## config.mk

```make
export PLATFORM = sky130hd
export DESIGN_NAME = m_unit_pipelined_flat
export DESIGN_NICKNAME = d
export VERILOG_FILES = /design/src/rtl/m_unit_pipelined_if.sv /design/src/rtl/m_unit_pipelined.sv /design/src/flat_wrapper.sv
export SDC_FILE = /design/constraint.sdc
export NUM_CORES = 2
export LEC_CHECK = 0
export ABC_AREA = 1
export ABC_CLOCK_PERIOD_IN_PS = 8200
export CORE_MARGIN = 2
export CORE_UTILIZATION = 54
export CTS_BUF_LIST = sky130_fd_sc_hd__clkbuf_8
export CTS_CLUSTER_SIZE = 12
export DETAILED_ROUTE_END_ITERATION = 8
export PLACE_DENSITY = 0.74
export SYNTH_ARGS = -nofsm -noshare
export SYNTH_HDL_FRONTEND = slang
export SYNTH_SLANG_ARGS = --single-unit
```

## constraint.sdc

```tcl
create_clock -name clk -period 8.2 [get_ports clk]
set_clock_uncertainty 0.2 [all_clocks]
set_input_delay 2.46 -clock clk [delete_from_list [all_inputs] [get_ports clk]]
set_output_delay 2.46 -clock clk [all_outputs]
set_load 0.01 [all_outputs]
```

## src/rtl/m_unit_pipelined_if.sv

```systemverilog
// Issue/writeback port bundle of the M-extension execute unit.
//
// Handshake: an operation transfers on a rising clk edge where in_valid and
// in_ready are both high (and the unit is not being flushed). The master holds
// funct3/rs1/rs2/rd stable while in_valid is high and in_ready is low. in_ready
// may depend on funct3 (divides additionally wait for the multiplier to
// drain). out_valid is a single-cycle pulse per completed operation with no
// back-pressure; result/result_dest hold their last value while out_valid is low.
interface m_unit_pipelined_if #(
    parameter int XLEN  = 32,
    parameter int TAG_W = 5
);
    logic             in_valid;
    logic             in_ready;
    logic [2:0]       funct3;
    logic [XLEN-1:0]  rs1;
    logic [XLEN-1:0]  rs2;
    logic [TAG_W-1:0] rd;
    logic             out_valid;
    logic [XLEN-1:0]  result;
    logic [TAG_W-1:0] result_dest;

    modport master (
        output in_valid, funct3, rs1, rs2, rd,
        input  in_ready, out_valid, result, result_dest
    );

    modport slave (
        input  in_valid, funct3, rs1, rs2, rd,
        output in_ready, out_valid, result, result_dest
    );
endinterface

```

## src/rtl/m_unit_pipelined.sv

```systemverilog
// RV32M/RV64M execute unit: pipelined multiplier (one op per cycle, latency
// MUL_STAGES) beside an iterative restoring divider (DIV_UNROLL bits/cycle).
// Results leave through one registered writeback port tagged with rd.
module m_unit_pipelined #(
    parameter int XLEN       = 32,
    parameter int MUL_STAGES = 2,
    parameter int DIV_UNROLL = 1,
    parameter int TAG_W      = 5
) (
    input  logic              clk,
    input  logic              resetn,
    input  logic              flush,
    m_unit_pipelined_if.slave io,
    output logic              busy,
    output logic [1:0]        dbg_div_state_o
);
    localparam int PW    = 2 * XLEN + 2;
    localparam int N     = XLEN / DIV_UNROLL;
    localparam int CNT_W = (N > 1) ? $clog2(N) : 1;
    localparam logic [CNT_W-1:0] CNT_INIT = CNT_W'(N - 1);
    localparam logic [XLEN-1:0]  MOST_NEG = {1'b1, {(XLEN-1){1'b0}}};

    typedef enum logic [1:0] {
        S_IDLE = 2'd0,
        S_ITER = 2'd1,
        S_FIX  = 2'd2
    } div_state_e;

    div_state_e div_state_q, div_state_d;

    // ---------------- issue control ----------------
    logic op_is_div, op_is_rem, accept, mul_acc, div_acc, mul_any_v;

    assign op_is_div = io.funct3[2];
    assign op_is_rem = io.funct3[1];
    // Divides wait for an empty multiplier so both result streams never meet.
    assign io.in_ready = (div_state_q == S_IDLE) && (!op_is_div || !mul_any_v);
    assign accept      = io.in_valid && io.in_ready && !flush;
    assign mul_acc     = accept && !op_is_div;
    assign div_acc     = accept && op_is_div;

    // ---------------- multiplier ----------------
    logic                    a_sext, b_sext, mul_hi;
    logic signed [XLEN:0]    mul_a, mul_b;
    logic signed [PW-1:0]    prod_c;
    logic [2*XLEN-1:0]       prod_keep;
    logic                    unused_prod_top;

    // MULH and MULHSU treat rs1 as signed; only MULH treats rs2 as signed.
    assign a_sext    = (io.funct3[1:0] == 2'b01) || (io.funct3[1:0] == 2'b10);
    assign b_sext    = (io.funct3[1:0] == 2'b01);
    assign mul_a     = {a_sext & io.rs1[XLEN-1], io.rs1};
    assign mul_b     = {b_sext & io.rs2[XLEN-1], io.rs2};
    assign prod_c    = PW'(mul_a) * PW'(mul_b);
    assign prod_keep = prod_c[2*XLEN-1:0];
    assign unused_prod_top = ^prod_c[PW-1:2*XLEN];
    assign mul_hi    = (io.funct3[1:0] != 2'b00);

    logic                    mul_fin_v, mul_fin_hi;
    logic [TAG_W-1:0]        mul_fin_tag;
    logic [2*XLEN-1:0]       mul_fin_prod;
    logic [XLEN-1:0]         mul_res;

    // The output register is the last multiplier stage, so MUL_STAGES-1
    // internal stages sit between the operands and the writeback register.
    if (MUL_STAGES == 1) begin : g_mul_comb
        assign mul_fin_v    = mul_acc;
        assign mul_fin_hi   = mul_hi;
        assign mul_fin_tag  = io.rd;
        assign mul_fin_prod = prod_keep;
        assign mul_any_v    = 1'b0;
    end else begin : g_mul_pipe
        localparam int D = MUL_STAGES - 1;
        logic [D-1:0]       v_q, hi_q;
        logic [TAG_W-1:0]   tag_q  [D];
        logic [2*XLEN-1:0]  prod_q [D];

        // Valid/tag/op shift register alongside the product data.
        always_ff @(posedge clk or posedge resetn) begin
            if (resetn) begin
                v_q  <= '0;
                hi_q <= '0;
                for (int i = 0; i < D; i++) begin
                    tag_q[i]  <= '0;
                    prod_q[i] <= '0;
                end
            end else begin
                v_q[0]    <= mul_acc;
                hi_q[0]   <= mul_hi;
                tag_q[0]  <= io.rd;
                prod_q[0] <= prod_keep;
                for (int i = 1; i < D; i++) begin
                    v_q[i]    <= v_q[i-1];
                    hi_q[i]   <= hi_q[i-1];
                    tag_q[i]  <= tag_q[i-1];
                    prod_q[i] <= prod_q[i-1];
                end
                if (flush) begin
                    v_q <= '0;
                end
            end
        end

        assign mul_fin_v    = v_q[D-1];
        assign mul_fin_hi   = hi_q[D-1];
        assign mul_fin_tag  = tag_q[D-1];
        assign mul_fin_prod = prod_q[D-1];
        assign mul_any_v    = |v_q;
    end

    assign mul_res = mul_fin_hi ? mul_fin_prod[2*XLEN-1:XLEN] : mul_fin_prod[XLEN-1:0];

    // ---------------- divider operand preparation ----------------
    logic            div_sgn, a_neg, b_neg, div_zero, div_ovf, div_special;
    logic [XLEN-1:0] a_mag, b_mag, special_res;

    assign div_sgn     = !io.funct3[0];
    assign a_neg       = div_sgn && io.rs1[XLEN-1];
    assign b_neg       = div_sgn && io.rs2[XLEN-1];
    assign a_mag       = a_neg ? -io.rs1 : io.rs1;
    assign b_mag       = b_neg ? -io.rs2 : io.rs2;
    assign div_zero    = (io.rs2 == '0);
    assign div_ovf     = div_sgn && (io.rs1 == MOST_NEG) && (io.rs2 == '1);
    assign div_special = div_zero || div_ovf;
    assign special_res = div_zero ? (op_is_rem ? io.rs1 : '1)
                                  : (op_is_rem ? '0 : io.rs1);

    // ---------------- divider datapath ----------------
    logic [XLEN-1:0]  quo_q, rem_q, dvs_q;
    logic [CNT_W-1:0] cnt_q;
    logic             q_neg_q, r_neg_q, is_rem_q;
    logic [TAG_W-1:0] div_tag_q;
    logic [XLEN-1:0]  step_q, step_r, q_fix, r_fix, div_res;
    logic [XLEN:0]    step_sh;
    logic             div_last;

    // DIV_UNROLL restoring shift-subtract steps: the dividend shifts out of the
    // quotient register into the partial remainder as quotient bits shift in.
    always_comb begin
        step_q  = quo_q;
        step_r  = rem_q;
        step_sh = '0;
        for (int k = 0; k < DIV_UNROLL; k++) begin
            step_sh = {step_r, step_q[XLEN-1]};
            step_q  = {step_q[XLEN-2:0], 1'b0};
            if (step_sh >= {1'b0, dvs_q}) begin
                step_sh   = step_sh - {1'b0, dvs_q};
                step_q[0] = 1'b1;
            end
            step_r = step_sh[XLEN-1:0];
        end
    end

    assign q_fix    = q_neg_q ? -step_q : step_q;
    assign r_fix    = r_neg_q ? -step_r : step_r;
    assign div_res  = is_rem_q ? r_fix : q_fix;
    assign div_last = (div_state_q == S_ITER) && (cnt_q == '0) && !flush;

    // Divider FSM state register.
    always_ff @(posedge clk or posedge resetn) begin
        if (resetn) begin
            div_state_q <= S_IDLE;
        end else begin
            div_state_q <= div_state_d;
        end
    end

    // Divider next state: specials skip ITER; flush always returns to IDLE.
    always_comb begin
        div_state_d = div_state_q;
        case (div_state_q)
            S_IDLE: if (div_acc) div_state_d = div_special ? S_FIX : S_ITER;
            S_ITER: if (cnt_q == '0) div_state_d = S_FIX;
            S_FIX:  div_state_d = S_IDLE;
            default: div_state_d = S_IDLE;
        endcase
        if (flush) begin
            div_state_d = S_IDLE;
        end
    end

    // Divider operands, iteration counter and latched result signs.
    always_ff @(posedge clk or posedge resetn) begin
        if (resetn) begin
            quo_q     <= '0;
            rem_q     <= '0;
            dvs_q     <= '0;
            cnt_q     <= '0;
            q_neg_q   <= 1'b0;
            r_neg_q   <= 1'b0;
            is_rem_q  <= 1'b0;
            div_tag_q <= '0;
        end else if (div_acc) begin
            quo_q     <= a_mag;
            rem_q     <= '0;
            dvs_q     <= b_mag;
            cnt_q     <= CNT_INIT;
            q_neg_q   <= a_neg ^ b_neg;
            r_neg_q   <= a_neg;
            is_rem_q  <= op_is_rem;
            div_tag_q <= io.rd;
        end else if (div_state_q == S_ITER) begin
            quo_q <= step_q;
            rem_q <= step_r;
            cnt_q <= cnt_q - 1'b1;
        end
    end

    // ---------------- writeback register ----------------
    logic             out_valid_q;
    logic [XLEN-1:0]  result_q;
    logic [TAG_W-1:0] result_dest_q;

    // Registered writeback; the divider result is loaded on entry to FIX so it
    // is presented during FIX. A flush suppresses whatever would complete.
    always_ff @(posedge clk or posedge resetn) begin
        if (resetn) begin
            out_valid_q   <= 1'b0;
            result_q      <= '0;
            result_dest_q <= '0;
        end else begin
            out_valid_q <= 1'b0;
            if (!flush) begin
                if (mul_fin_v) begin
                    out_valid_q   <= 1'b1;
                    result_q      <= mul_res;
                    result_dest_q <= mul_fin_tag;
                end else if (div_acc && div_special) begin
                    out_valid_q   <= 1'b1;
                    result_q      <= special_res;
                    result_dest_q <= io.rd;
                end else if (div_last) begin
                    out_valid_q   <= 1'b1;
                    result_q      <= div_res;
                    result_dest_q <= div_tag_q;
                end
            end
        end
    end

    assign io.out_valid     = out_valid_q;
    assign io.result        = result_q;
    assign io.result_dest   = result_dest_q;
    assign busy             = mul_any_v || (div_state_q != S_IDLE);
    assign dbg_div_state_o  = div_state_q;
endmodule

```

## src/flat_wrapper.sv

```systemverilog
// flat-port wrapper written by rule: the top's interface ports become plain ports
module m_unit_pipelined_flat 
#(
    parameter int XLEN       = 32,
    parameter int MUL_STAGES = 2,
    parameter int DIV_UNROLL = 1,
    parameter int TAG_W      = 5
)
  (clk, resetn, flush, busy, dbg_div_state_o, io_in_valid, io_funct3, io_rs1, io_rs2, io_rd, io_in_ready, io_out_valid, io_result, io_result_dest);
  m_unit_pipelined_if #(.XLEN(XLEN), .TAG_W(TAG_W)) io_i ();
  input  logic clk;
  input  logic resetn;
  input  logic flush;
  output logic busy;
  output logic [1:0] dbg_div_state_o;
  input wire logic [$bits(io_i.in_valid)-1:0] io_in_valid;
  input wire logic [$bits(io_i.funct3)-1:0] io_funct3;
  input wire logic [$bits(io_i.rs1)-1:0] io_rs1;
  input wire logic [$bits(io_i.rs2)-1:0] io_rs2;
  input wire logic [$bits(io_i.rd)-1:0] io_rd;
  output wire logic [$bits(io_i.in_ready)-1:0] io_in_ready;
  output wire logic [$bits(io_i.out_valid)-1:0] io_out_valid;
  output wire logic [$bits(io_i.result)-1:0] io_result;
  output wire logic [$bits(io_i.result_dest)-1:0] io_result_dest;
  assign io_i.in_valid = io_in_valid;
  assign io_i.funct3 = io_funct3;
  assign io_i.rs1 = io_rs1;
  assign io_i.rs2 = io_rs2;
  assign io_i.rd = io_rd;
  assign io_in_ready = io_i.in_ready;
  assign io_out_valid = io_i.out_valid;
  assign io_result = io_i.result;
  assign io_result_dest = io_i.result_dest;
  m_unit_pipelined #(.XLEN(XLEN), .MUL_STAGES(MUL_STAGES), .DIV_UNROLL(DIV_UNROLL), .TAG_W(TAG_W)) u_core (.clk(clk), .resetn(resetn), .flush(flush), .io(io_i), .busy(busy), .dbg_div_state_o(dbg_div_state_o));
endmodule
```

==> flow_metrics.py <==
metrics = {
    "floorplanning": {
        "start_util": 0.5428,
        "coreArea_um2": 99860,
        "die_w_um": 320.8,
        "rows": 116,
        "die_h_um": 320.8,
        "dieArea_um2": 102900,
        "io_pins": 118,
    },
    "outcome": {
        "violations": "negative setup slack",
        "status": "complete, but fails checks",
    },
    "sta": {
        "tightest_slew_ns": 1.180,
        "report.final.slew_viol_count": 0,
        "setup_viol": 48,
        "max_freq_mhz": 104.9,
        "hold_violations": 0,
        "period_needed_ns": 9.529,
        "grt_setup_unrepaired": "yes",
        "period_share": 1.162,
        "layout_setup_ws_ns": -1.329,
        "max_slew_margin": 0.2136,
    },
    "hold_path": {
        "hp-start": "u_core.dvs_q[16]",
        "hp-class": "reg2reg",
    },
    "synth": {
        "synth_top_area_share": 0.4159,
        "netlist_instances": 7006,
        "synth_common_cells": "1839 x inv_1, 1673 x nand2_1, 1126 x fa_1, 406 x nor2_1, 253 x ha_1",
        "synth_nets": 8461,
        "yosysMostFrequentCell": "inv_1",
        "avgSynthCellArea_um2": 7.736,
        "ys_types": 56,
        "ys_ff_latch": 220,
        "synth_warnings": 0,
        "yosys_most_used_dff": "dfrtp_1",
        "syn-cell-area_um2": 54200,
        "synth_edf_count": 0,
        "async_flop_share": 1.000,
        "yosysTopAreaCell": "fa_1",
        "yosysSeqAreaShare": 0.1016,
        "netlist_top_cells_area": "fa_1 42%, inv_1 13%, nand2_1 12%",
    },
    "setup_path": {
        "cp_slowest_cell": "fa_2",
        "crit_path_max_incr_delay_ns": 0.59,
        "crit_path_max_fanout": 6,
        "critPathKind": "in2reg",
        "arrival_ns": 9.86,
        "crit_top_cell": "fa_1",
        "reg2reg_from": "u_core.dvs_q[22]",
        "start_kind": "input pin",
        "cp.required_ns": 8.53,
        "crit_start": "io_funct3[1]",
        "endpoint_kind": "register",
    },
    "global_routing": {
        "grt_pass1_vias": 52860,
        "grt_first_pass_wirelength_mm": 316.3,
        "grt_use_total": 0.4111,
        "grt_overflow": 0,
        "grt_max_degree": 128,
        "antenna_found_initial": 10,
    },
    "routing": {
        "via_per_inst": 5.648,
        "drtIter0Drc": 5515,
        "wl_mm": 211.5,
        "drc": 0,
        "ant_nets": 0,
        "wire_per_inst_um": 23.55,
        "vias": 50710,
        "dr.pass1.iters": 7,
    },
    "placement": {
        "place.gp.congestion": 1.065,
        "placed_cells": 8725,
        "place_hpwl_mm": 161.0,
        "portBuffers": 117,
    },
    "cts": {
        "cts_root_buf": "clkbuf_8",
        "numCtsBuffers": 43,
        "insertion_delay_ns": 0.63,
        "clkTransAtPathRegs_ns": 0.06,
        "cts_hold_buf": 0,
        "ctsHtreeMaxLevel": 2,
        "clkSinkCount": 220,
        "cts_tree": "done",
        "clockBufferDepth": 3,
    },
    "final_layout": {
        "drive_gt1_frac": 0.1950,
        "area_growth_pct": 23.96,
        "layout.cells.non_filler": 8978,
        "final_nets": 9096,
        "fillers": 7769,
    },
    "run": {
        "max-cap-violations": 0,
    },
}
placed cells by master, fill, tap and decap left out, types with 11 or more instances in the layout:
cell             netlist  layout
nor3_1                46      41
nand4_1               42      42
nor2_2                17      41
buf_4                  4     614
nor2_1               406     356
ha_1                 253     197
xor2_1                90      83
buf_6                  5      91
nand2_1             1673    1607
dfrtp_1              220     220
nand3_1              229     221
nor3_2                 8      13
a21oi_2                6      48
a21oi_4                1      23
nand2_2               27      58
nand2_4                1      34
xnor2_1               37      28
o21ai_1                7      20
buf_12                 2     116
nor4_1                19      15
fa_1                1126    1072
a31oi_1               23      20
nor2_4                 6      32
or2_2                 11      11
fa_2                   0      54
o21ai_2                7      19
clkdlybuf4s50_1        0      56
ha_4                   0      54
o211ai_1              24      24
inv_1               1839    1759
clkbuf_8               0      56
buf_8                  0      18
inv_2                  8      96
a21oi_1              177     113
buf_2                 18      22
o22ai_1               16      16
o21ai_0              246     212
o221ai_1              24      23
per-stage QoR:
step / setup TNS (ns) / hold WS (ns) / setup slack [ns] / util / cell area, µm²
global route: -43.18 / 0.3074 / -1.477 / 0.6727 / 67180
finish: -37.85 / 0.2847 / -1.329 / 0.6729 / 67190
CTS: -28.61 / 0.2871 / -1.195 / 0.6644 / 66350
global placement: -94.75 / 0.2682 / -2.522 / 0.6224 / 62150
floorplan: -33.42 / 0.2530 / -1.615 / - / 56340
detailed placement: -97.81 / 0.2733 / -2.661 / 0.6224 / 62150
registers in the layout (all words and copies together), names as in the netlist:
signal and cells:
u_core.io.result_dest 5, u_core.rem_q 32, u_core.io.out_valid 1, u_core.g_mul_pipe.tag_q 5, u_core.io.result 32, u_core.q_neg_q 1
u_core.dbg_div_state_o 2, u_core.cnt_q 5, u_core.is_rem_q 1, u_core.g_mul_pipe.prod_q 64, u_core.dvs_q 32, u_core.quo_q 32
u_core.r_neg_q 1, u_core.div_tag_q 5, u_core.g_mul_pipe.hi_q 1, u_core.g_mul_pipe.v_q 1
cells by family after synthesis:
group / Yosys count / synth area share
AO/OA/AOI/OAI: 575 / 0.06020
flip-flops: 220 / 0.1016
AND/OR/NAND/NOR: 2504 / 0.1890
buffers and inverters: 2201 / 0.1544
XOR/XNOR: 127 / 0.02052
adder cells (fa/ha/maj): 1379 / 0.4743
layer usage:
metal  part of all wire  vias to the layer above  global-route usage
met4              0.081                       12              0.2555
li1                   -                    21630                   -
met3               0.12                      879              0.1094
met1               0.36                    24960              0.5189
met5            0.00050                        -                   0
met2               0.44                     3226              0.6329
timing repair:
action                                  in CTS  in global routing
pin swaps                                  240                144
gates resized for setup                    585                182
cloned                                      17                  0
setup buffers                              131                 41
endpoints found under the setup margin      51                 49
path summary, 6_finish.rpt:
path	to	slack [ns]	cells after the start
hold reg to reg	u_core.dvs_q[16]	0.28	2
setup / recovery	u_core.g_mul_pipe.prod_q[53]	-1.33	31
max in group asynchronous	u_core.g_mul_pipe.prod_q[46]	4.27	3
hold / removal	u_core.dvs_q[16]	0.28	2
min in group asynchronous	u_core.io.out_valid	2.20	2
setup reg to reg	u_core.io.result[20]	2.22	27
final cells by class:
type	count	area [µm²]	area share
Clock buffer	56	770.7	0.01147
Antenna cell	7	17.52	0.0002607
Clock inverter	21	112.6	0.001676
Tap cell	1298	1624	0.02417
Inverter	1851	6974	0.1038
Multi-Input combinational cell	4585	42690	0.6354
Sequential cell	220	5505	0.08194
Timing Repair Buffer	940	9493	0.1413
worst max-delay path: cells and delay by family:
kind | cells | cell delay (ns)
compound gates | 2 | 0.42
buf+inv | 11 | 1.25
fa+ha+maj | 10 | 4.67
xor+xnor | 1 | 0.16
simple gates | 7 | 0.88
Power is left out: the tool's default activity adds up to more than one toggle a clock period on the data nets, which glitch-free logic cannot reach.
